**src/rtl/fft_pkg.sv**
```systemverilog
// Purpose : shared FSM state encoding and bit-reverse helper for the FFT frame loader.
// Latency : n/a (types and a pure combinational function).
// Backpressure : n/a.
package fft_pkg;

  typedef enum logic [2:0] {
    ST_IDLE     = 3'd0,
    ST_LOAD     = 3'd1,
    ST_KICK     = 3'd2,
    ST_WAIT_BLK = 3'd3,
    ST_RUN      = 3'd4,
    ST_DONE     = 3'd5
  } state_t;

  // Reverses the low 'width' bits of val; bits at and above 'width' come back zero.
  function automatic logic [31:0] bit_rev(input logic [31:0] val, input int width);
    logic [31:0] r;
    int          src;
    r = '0;
    for (int i = 0; i < 32; i++) begin
      if (i < width) begin
        src         = width - 1 - i;
        r[i[4:0]]   = val[src[4:0]];
      end
    end
    return r;
  endfunction

endpackage

```
**src/rtl/fft_iter_loader_if.sv**
```systemverilog
// Purpose : sample-stream and RAM write-port bundle between the frame loader and its neighbours.
// Latency : n/a (wires only).
// Backpressure : o_READY qualifies i_VALID; i_RAM_BLOCK is the FFT core's busy/lock indication.
// Ports   : i_DATA/i_VALID/o_READY sample stream; o_A_*/o_B_*/o_RAM_Wr dual-port RAM write;
//           o_START FFT kick; i_RAM_BLOCK core busy.  master = loader side, slave = environment side.
interface fft_iter_loader_if #(
  parameter int IWL = 32,
  parameter int AWL = 7
);
  logic [IWL-1:0] i_DATA;
  logic           i_VALID;
  logic           o_READY;
  logic [IWL-1:0] o_A_DATA;
  logic [IWL-1:0] o_B_DATA;
  logic [AWL-1:0] o_A_ADDR;
  logic [AWL-1:0] o_B_ADDR;
  logic           o_RAM_Wr;
  logic           o_START;
  logic           i_RAM_BLOCK;

  modport master (
    input  i_DATA, i_VALID, i_RAM_BLOCK,
    output o_READY, o_A_DATA, o_B_DATA, o_A_ADDR, o_B_ADDR, o_RAM_Wr, o_START
  );

  modport slave (
    output i_DATA, i_VALID, i_RAM_BLOCK,
    input  o_READY, o_A_DATA, o_B_DATA, o_A_ADDR, o_B_ADDR, o_RAM_Wr, o_START
  );
endinterface

```
**src/rtl/fft_addr_gen.sv**
```systemverilog
// Purpose : maps a sample-pair index to the two RAM addresses of that pair (natural or bit-reversed).
// Latency : combinational, zero cycles.
// Backpressure : none; pure function of i_PAIR.
// Ports   : i_PAIR pair index k; o_A_ADDR = f(2k), o_B_ADDR = f(2k+1).
module fft_addr_gen
  import fft_pkg::*;
#(
  parameter int AWL    = 7,
  parameter bit BITREV = 1'b1
) (
  input  logic [AWL-2:0] i_PAIR,
  output logic [AWL-1:0] o_A_ADDR,
  output logic [AWL-1:0] o_B_ADDR
);

  logic [AWL-1:0] w_a_nat;
  logic [AWL-1:0] w_b_nat;

  assign w_a_nat = {i_PAIR, 1'b0};
  assign w_b_nat = {i_PAIR, 1'b1};

  always_comb begin
    o_A_ADDR = w_a_nat;
    o_B_ADDR = w_b_nat;
    if (BITREV) begin
      o_A_ADDR = AWL'(bit_rev(32'(w_a_nat), AWL));
      o_B_ADDR = AWL'(bit_rev(32'(w_b_nat), AWL));
    end
  end

endmodule

```
**src/rtl/fft_iter_loader.sv**
```systemverilog
// Purpose : collects N=2^AWL samples into FFT RAM two at a time, then kicks the core and tracks it.
// Latency : RAM write is combinational with the odd-sample handshake; START one cycle after last write.
// Backpressure : o_READY only in LOAD with EN=1; i_VALID gaps stall loading, held sample kept.
// Ports   : CLK/RST (sync, active-high)/EN clock enable; io_bus stream + RAM port;
//           o_BUSY frame in progress, o_DONE one-cycle completion, o_ERR sticky start timeout.
module fft_iter_loader
  import fft_pkg::*;
#(
  parameter int IWL    = 32,
  parameter int AWL    = 7,
  parameter bit BITREV = 1'b1,
  parameter int TMO    = 16
) (
  input  logic              CLK,
  input  logic              RST,
  input  logic              EN,
  fft_iter_loader_if.master io_bus,
  output logic              o_BUSY,
  output logic              o_DONE,
  output logic              o_ERR
);

  localparam int TW = $clog2(TMO + 1);
  // The START cycle is the first cycle of the timeout budget, so the WAIT_BLK
  // cycle holding counter value v is cycle v+1 after START.  Flagging at
  // v = TMO-2 makes o_ERR appear exactly TMO cycles after START.
  localparam logic [TW-1:0] TMO_LAST = TW'(TMO - 2);

  state_t         r_state;
  state_t         w_state_nxt;
  logic [AWL-1:0] r_cnt;
  logic [AWL-1:0] w_cnt_nxt;
  logic [IWL-1:0] r_hold;
  logic [IWL-1:0] w_hold_nxt;
  logic [TW-1:0]  r_tmo;
  logic [TW-1:0]  w_tmo_nxt;
  logic           r_err;
  logic           w_err_nxt;

  logic           w_run;
  logic           w_ready;
  logic           w_wr;
  logic           w_start;
  logic           w_done;
  logic [AWL-1:0] w_a_addr;
  logic [AWL-1:0] w_b_addr;

  // Strobes are suppressed while frozen and also during a reset cycle, so a
  // reset mid-frame cannot let one last write or START slip out.
  assign w_run = EN & ~RST;

  // State register.
  always_ff @(posedge CLK) begin
    if (RST) begin
      r_state <= ST_IDLE;
    end else if (EN) begin
      r_state <= w_state_nxt;
    end
  end

  // Counters, held even sample and sticky error.
  always_ff @(posedge CLK) begin
    if (RST) begin
      r_cnt  <= '0;
      r_hold <= '0;
      r_tmo  <= '0;
      r_err  <= 1'b0;
    end else if (EN) begin
      r_cnt  <= w_cnt_nxt;
      r_hold <= w_hold_nxt;
      r_tmo  <= w_tmo_nxt;
      r_err  <= w_err_nxt;
    end
  end

  // Next-state and strobe decode.
  always_comb begin
    w_state_nxt = r_state;
    w_cnt_nxt   = r_cnt;
    w_hold_nxt  = r_hold;
    w_tmo_nxt   = r_tmo;
    w_err_nxt   = r_err;
    w_ready     = 1'b0;
    w_start     = 1'b0;
    w_done      = 1'b0;

    case (r_state)
      ST_IDLE: begin
        w_cnt_nxt = '0;
        // A raised i_RAM_BLOCK here belongs to someone else; keep out of the RAM.
        if (!io_bus.i_RAM_BLOCK && !r_err) begin
          w_state_nxt = ST_LOAD;
        end
      end

      ST_LOAD: begin
        w_ready = w_run;
        if (w_ready && io_bus.i_VALID) begin
          w_cnt_nxt = r_cnt + 1'b1;
          if (!r_cnt[0]) begin
            w_hold_nxt = io_bus.i_DATA;
          end else if (&r_cnt) begin
            w_state_nxt = ST_KICK;
          end
        end
      end

      ST_KICK: begin
        // With EN=0 the state does not advance, so the pulse waits for EN.
        w_start     = w_run;
        w_tmo_nxt   = '0;
        w_state_nxt = ST_WAIT_BLK;
      end

      ST_WAIT_BLK: begin
        if (io_bus.i_RAM_BLOCK) begin
          w_state_nxt = ST_RUN;
        end else if (r_tmo == TMO_LAST) begin
          w_err_nxt   = 1'b1;
          w_state_nxt = ST_IDLE;
        end else begin
          w_tmo_nxt = r_tmo + 1'b1;
        end
      end

      ST_RUN: begin
        if (!io_bus.i_RAM_BLOCK) begin
          w_state_nxt = ST_DONE;
        end
      end

      ST_DONE: begin
        w_done      = w_run;
        w_state_nxt = ST_IDLE;
      end

      default: begin
        w_state_nxt = ST_IDLE;
      end
    endcase
  end

  // Odd-index acceptance completes a pair and writes both RAM ports at once.
  assign w_wr = w_ready & io_bus.i_VALID & r_cnt[0];

  fft_addr_gen #(
    .AWL    (AWL),
    .BITREV (BITREV)
  ) u_addr_gen (
    .i_PAIR   (r_cnt[AWL-1:1]),
    .o_A_ADDR (w_a_addr),
    .o_B_ADDR (w_b_addr)
  );

  // Data/address outputs are zero unless a write is in progress, so the RAM
  // port is quiet in reset and between pairs.
  assign io_bus.o_READY  = w_ready;
  assign io_bus.o_RAM_Wr = w_wr;
  assign io_bus.o_A_DATA = w_wr ? r_hold        : '0;
  assign io_bus.o_B_DATA = w_wr ? io_bus.i_DATA : '0;
  assign io_bus.o_A_ADDR = w_wr ? w_a_addr      : '0;
  assign io_bus.o_B_ADDR = w_wr ? w_b_addr      : '0;
  assign io_bus.o_START  = w_start;

  assign o_BUSY = (r_state != ST_IDLE) & ~RST;
  assign o_DONE = w_done;
  assign o_ERR  = r_err;

endmodule
```
**src/flat_wrapper.sv**
```systemverilog
// flat-port wrapper written by rule: the top's interface ports become plain ports
module fft_iter_loader_flat import fft_pkg::*;
#(
  parameter int IWL    = 32,
  parameter int AWL    = 7,
  parameter bit BITREV = 1'b1,
  parameter int TMO    = 16
)
  (CLK, RST, EN, o_BUSY, o_DONE, o_ERR, io_bus_i_DATA, io_bus_i_VALID, io_bus_i_RAM_BLOCK, io_bus_o_READY, io_bus_o_A_DATA, io_bus_o_B_DATA, io_bus_o_A_ADDR, io_bus_o_B_ADDR, io_bus_o_RAM_Wr, io_bus_o_START);
  fft_iter_loader_if #(.IWL(IWL), .AWL(AWL)) io_bus_i ();
  input  logic CLK;
  input  logic RST;
  input  logic EN;
  output logic o_BUSY;
  output logic o_DONE;
  output logic o_ERR;
  input wire logic [$bits(io_bus_i.i_DATA)-1:0] io_bus_i_DATA;
  input wire logic [$bits(io_bus_i.i_VALID)-1:0] io_bus_i_VALID;
  input wire logic [$bits(io_bus_i.i_RAM_BLOCK)-1:0] io_bus_i_RAM_BLOCK;
  output wire logic [$bits(io_bus_i.o_READY)-1:0] io_bus_o_READY;
  output wire logic [$bits(io_bus_i.o_A_DATA)-1:0] io_bus_o_A_DATA;
  output wire logic [$bits(io_bus_i.o_B_DATA)-1:0] io_bus_o_B_DATA;
  output wire logic [$bits(io_bus_i.o_A_ADDR)-1:0] io_bus_o_A_ADDR;
  output wire logic [$bits(io_bus_i.o_B_ADDR)-1:0] io_bus_o_B_ADDR;
  output wire logic [$bits(io_bus_i.o_RAM_Wr)-1:0] io_bus_o_RAM_Wr;
  output wire logic [$bits(io_bus_i.o_START)-1:0] io_bus_o_START;
  assign io_bus_i.i_DATA = io_bus_i_DATA;
  assign io_bus_i.i_VALID = io_bus_i_VALID;
  assign io_bus_i.i_RAM_BLOCK = io_bus_i_RAM_BLOCK;
  assign io_bus_o_READY = io_bus_i.o_READY;
  assign io_bus_o_A_DATA = io_bus_i.o_A_DATA;
  assign io_bus_o_B_DATA = io_bus_i.o_B_DATA;
  assign io_bus_o_A_ADDR = io_bus_i.o_A_ADDR;
  assign io_bus_o_B_ADDR = io_bus_i.o_B_ADDR;
  assign io_bus_o_RAM_Wr = io_bus_i.o_RAM_Wr;
  assign io_bus_o_START = io_bus_i.o_START;
  fft_iter_loader #(.IWL(IWL), .AWL(AWL), .BITREV(BITREV), .TMO(TMO)) u_core (.CLK(CLK), .RST(RST), .EN(EN), .io_bus(io_bus_i), .o_BUSY(o_BUSY), .o_DONE(o_DONE), .o_ERR(o_ERR));
endmodule
```
**config.mk**
```make
export PLATFORM = sky130hd
export DESIGN_NAME = fft_iter_loader_flat
export DESIGN_NICKNAME = d
export VERILOG_FILES = /design/src/rtl/fft_pkg.sv /design/src/rtl/fft_iter_loader_if.sv /design/src/rtl/fft_addr_gen.sv /design/src/rtl/fft_iter_loader.sv /design/src/flat_wrapper.sv
export SDC_FILE = /design/constraint.sdc
export NUM_CORES = 1
export LEC_CHECK = 0
export ABC_AREA = 1
export BUFFER_PORTS_ARGS = -buffer_cell sky130_fd_sc_hd__buf_2
export CAP_MARGIN = 10
export CORE_MARGIN = 2
export CORE_UTILIZATION = 48
export DETAILED_ROUTE_END_ITERATION = 7
export GPL_TIMING_DRIVEN = 1
export PLACE_DENSITY = 0.91
export RECOVER_POWER = 100
export SYNTH_ARGS = -nofsm -noshare
export SYNTH_HDL_FRONTEND = slang
export SYNTH_SLANG_ARGS = --single-unit
```
**constraint.sdc**
```tcl
create_clock -name CLK -period 1.68 [get_ports CLK]
set_input_delay 0.084 -clock CLK [delete_from_list [all_inputs] [get_ports CLK]]
set_output_delay 0.084 -clock CLK [all_outputs]
set_load 0.01 [all_outputs]
```
==> impl_metrics.py <==
metrics = {
    "outcome": {
        "status": "complete, no violations",
    },
    "layout": {
        "finalNonFillerCells": 594,
        "final_common_cell": "buf_2",
        "final_cell_area_um2": 3460,
        "nets": 562,
        "drive_gt1_share_pct": 35.8,
        "layout_common_cells": "118 x buf_2, 88 x nor2_1, 81 x inv_1",
        "synthToLayoutAreaGrowth_pct": 24.6,
        "fin_util_pct": 62.5,
        "insertedDiodeCount": 0,
    },
    "sta": {
        "setup_viol": 0,
        "fmax_mhz": 607,
        "min_period_over_period_pct": 98.1,
        "rsz0062_at_grt": "true",
        "hold_viol": 0,
        "fin_tns_setup_ns": 0,
        "finClkSkew_ns": 0.00658,
        "drv_slew": 0,
        "setup_slack_ns": 0.0315,
        "holdWs_ns": 0.0485,
        "min_period_ns": 1.65,
    },
    "route": {
        "ant_nets": 0,
        "wl_per_cell_um": 10.8,
        "routed_wl_um": 6430,
        "wl_met3_um": 296,
        "via_per_inst": 4.68,
        "drtIter0Drc": 124,
        "drt_first_pass_iters": 4,
        "met1Wirelength_um": 2680,
        "topRoutingLayerUsed": "met4",
        "vias": 2781,
        "dr_wl_met2_um": 3390,
        "drcViolationCount": 0,
    },
    "clocking": {
        "cts_hold_buf": 0,
        "htree_levels": 2,
        "clkSinkCount": 48,
        "numCtsBuffers": 5,
        "clk-insertion-delay-late_ns": 0.28,
        "clk_path_buf_depth": 2,
        "ctsRootBufferMaster": "clkbuf_8",
        "cts.clk_slew.worst_paths_ns": 0.08,
        "cts_tree": "yes",
    },
    "die": {
        "rows": 27,
        "dieArea_um2": 6420,
        "core_um2": 5540,
        "io_pins": 121,
        "die_w_um": 80.1,
        "die_h_um": 80.1,
        "start_util_pct": 50.2,
    },
    "power": {
        "pwr-share-comb_pct": 21.3,
        "totalPowerFinal_mw": 2.52,
        "p_per_area_nw_per_um2": 729,
        "p_leak_nw": 1.73,
        "power_switching_mw": 0.753,
        "swShare_pct": 29.8,
        "clkPwrFrac_pct": 28.4,
        "peakVddDrop_uv": 483,
        "intPower_mw": 1.77,
        "p_seq_share_pct": 50.3,
    },
    "place": {
        "dp.cells": 586,
        "pre_cts_slack_ns": 0.177,
        "gp_congestion": 0.886,
        "dpl_cell_area_um2": 3320,
        "post-dp-hpwl_um": 4860,
        "io_buffer_count": 119,
    },
    "critical_path": {
        "path_buf_inv": 3,
        "arrival_ns": 1.56,
        "worst_setup_path_start_kind": "flop",
        "cpLargestDelayFamily": "simple AND/OR/NAND/NOR gates",
        "cp-end-kind": "output pin",
        "slowest_delay_ns": 0.34,
        "cp_max_fo": 39,
        "slowest_stage": "dfxtp_2",
        "cp_data_required_time_ns": 1.60,
        "critPathKind": "reg2out",
        "cp_cell_sequence": "nor2_4, nand2_4, nor3_4, inv_2, buf_12, nor2_1, buf_2",
    },
    "logic_synthesis": {
        "seq_area_frac_synth_pct": 34.5,
        "netlist_instances": 417,
        "synth_top_area_share_pct": 34.5,
        "yosys.area.top_type": "dfxtp_1",
        "ys_warn_count": 0,
        "netlist-cell-type-count": 27,
        "netlist_area_um2": 2780,
        "synth_seq_cells": 48,
        "synth.area.top_cells": "dfxtp_1 35%, nor2_1 13%, inv_1 11%",
        "synth_fp_nets": 457,
        "synth.avg_cell_area_um2": 6.67,
    },
    "global_route": {
        "grt_pass1_wl_um": 10700,
        "antenna_found_initial": 0,
        "grt_overflow": 0,
        "grt_max_degree": 40,
        "grt_usage_pct": 20.3,
        "grt_pass1_vias": 2532,
    },
    "hold_path": {
        "hp-class": "in2reg",
    },
    "flow_run": {
        "cap_violations": 0,
    },
}
[per-layer routing]
metal / track usage, % / vias up
li1: - / 1462
met1: 22.9 / 1240
met2: 39.4 / 75
met3: 2.58 / 4
met4: 5.93 / 0
met5: 0 / -
[cell type report]
cell class,count,area [µm²]
Clock buffer,7,96.3
Fill cell,528,2080
Inverter,86,323
Multi-Input combinational cell,255,1300
Sequential cell,48,965
Tap cell,72,90.1
Timing Repair Buffer,126,692
[path summary, 6_finish.rpt]
kind                                        start                  to  slack [ns]  cells after the start
worst min-delay path            io_bus_i_DATA[19]   u_core.r_hold[19]        0.05                      3
worst max-delay path            u_core.r_state[1]  io_bus_o_B_DATA[2]        0.03                      7
worst min register to register       u_core.o_ERR        u_core.o_ERR        0.50                      2
worst max register to register  u_core.r_state[1]   u_core.r_hold[27]        0.19                      7
[power by group through the flow]
stage | Clock, mW | Combinational, mW | Sequential, mW
final | 0.717 | 0.538 | 1.27
after detailed placement | 0 | 0.511 | 1.29
after CTS | 0.743 | 0.534 | 1.27
after global placement | 0 | 0.501 | 1.28
after global routing | 0.791 | 0.618 | 1.28
after floorplan | 0 | 0.404 | 1.26
[cells by family (layout without fill, tap and decap cells)]
kind of cell	Yosys count	after routing	synth area share [%]
buf+inv	114	219	19.9
compound gates	83	83	17.9
fa+ha+maj	3	3	1.35
flops	48	48	34.5
xor+xnor	2	2	0.630
simple gates	166	166	25.5
other cells	1	1	0.135
[sequential cells by signal, summed over array words and instances, names as in the netlist]
name            cells
u_core.o_ERR        1
u_core.r_state      3
u_core.r_tmo        5
u_core.r_hold      32
u_core.r_cnt        7
[what timing repair did]
| item | 4_1_cts | 5_1_grt |
|---|---|---|
| setup buffers | 1 | 0 |
| pin swaps | 2 | 0 |
| endpoints found under the setup margin | 76 | 73 |
| gates cloned | 0 | 0 |
| gates resized for setup | 7 | 8 |
[worst reg2reg max path, delay by kind of cell, from the launching register on]
family          cells  cell delay, ns
flops               1            0.34
simple gates        3            0.44
compound gates      2            0.28
buf+inv             2            0.34
[cell usage after synthesis]
master     n
a21oi_1   20
nand2_1   36
nor2_1    97
buf_4     11
xnor2_1    1
nand3_1   14
nor2_4     2
o21ai_1   20
inv_1     81
inv_2      5
o21ai_0   21
nand4_1    1
conb_1     1
dfxtp_1   48
ha_1       3
xor2_1     1
buf_2      2
nand3b_1   1
buf_6     11
nor2_2    11
o21ai_2    1
nor3_4     1
a31o_2     1
nand2_2    2
clkbuf_1   4
a21oi_2   20
nor4_1     1
Note: power is estimated with default switching activity, not from simulation.
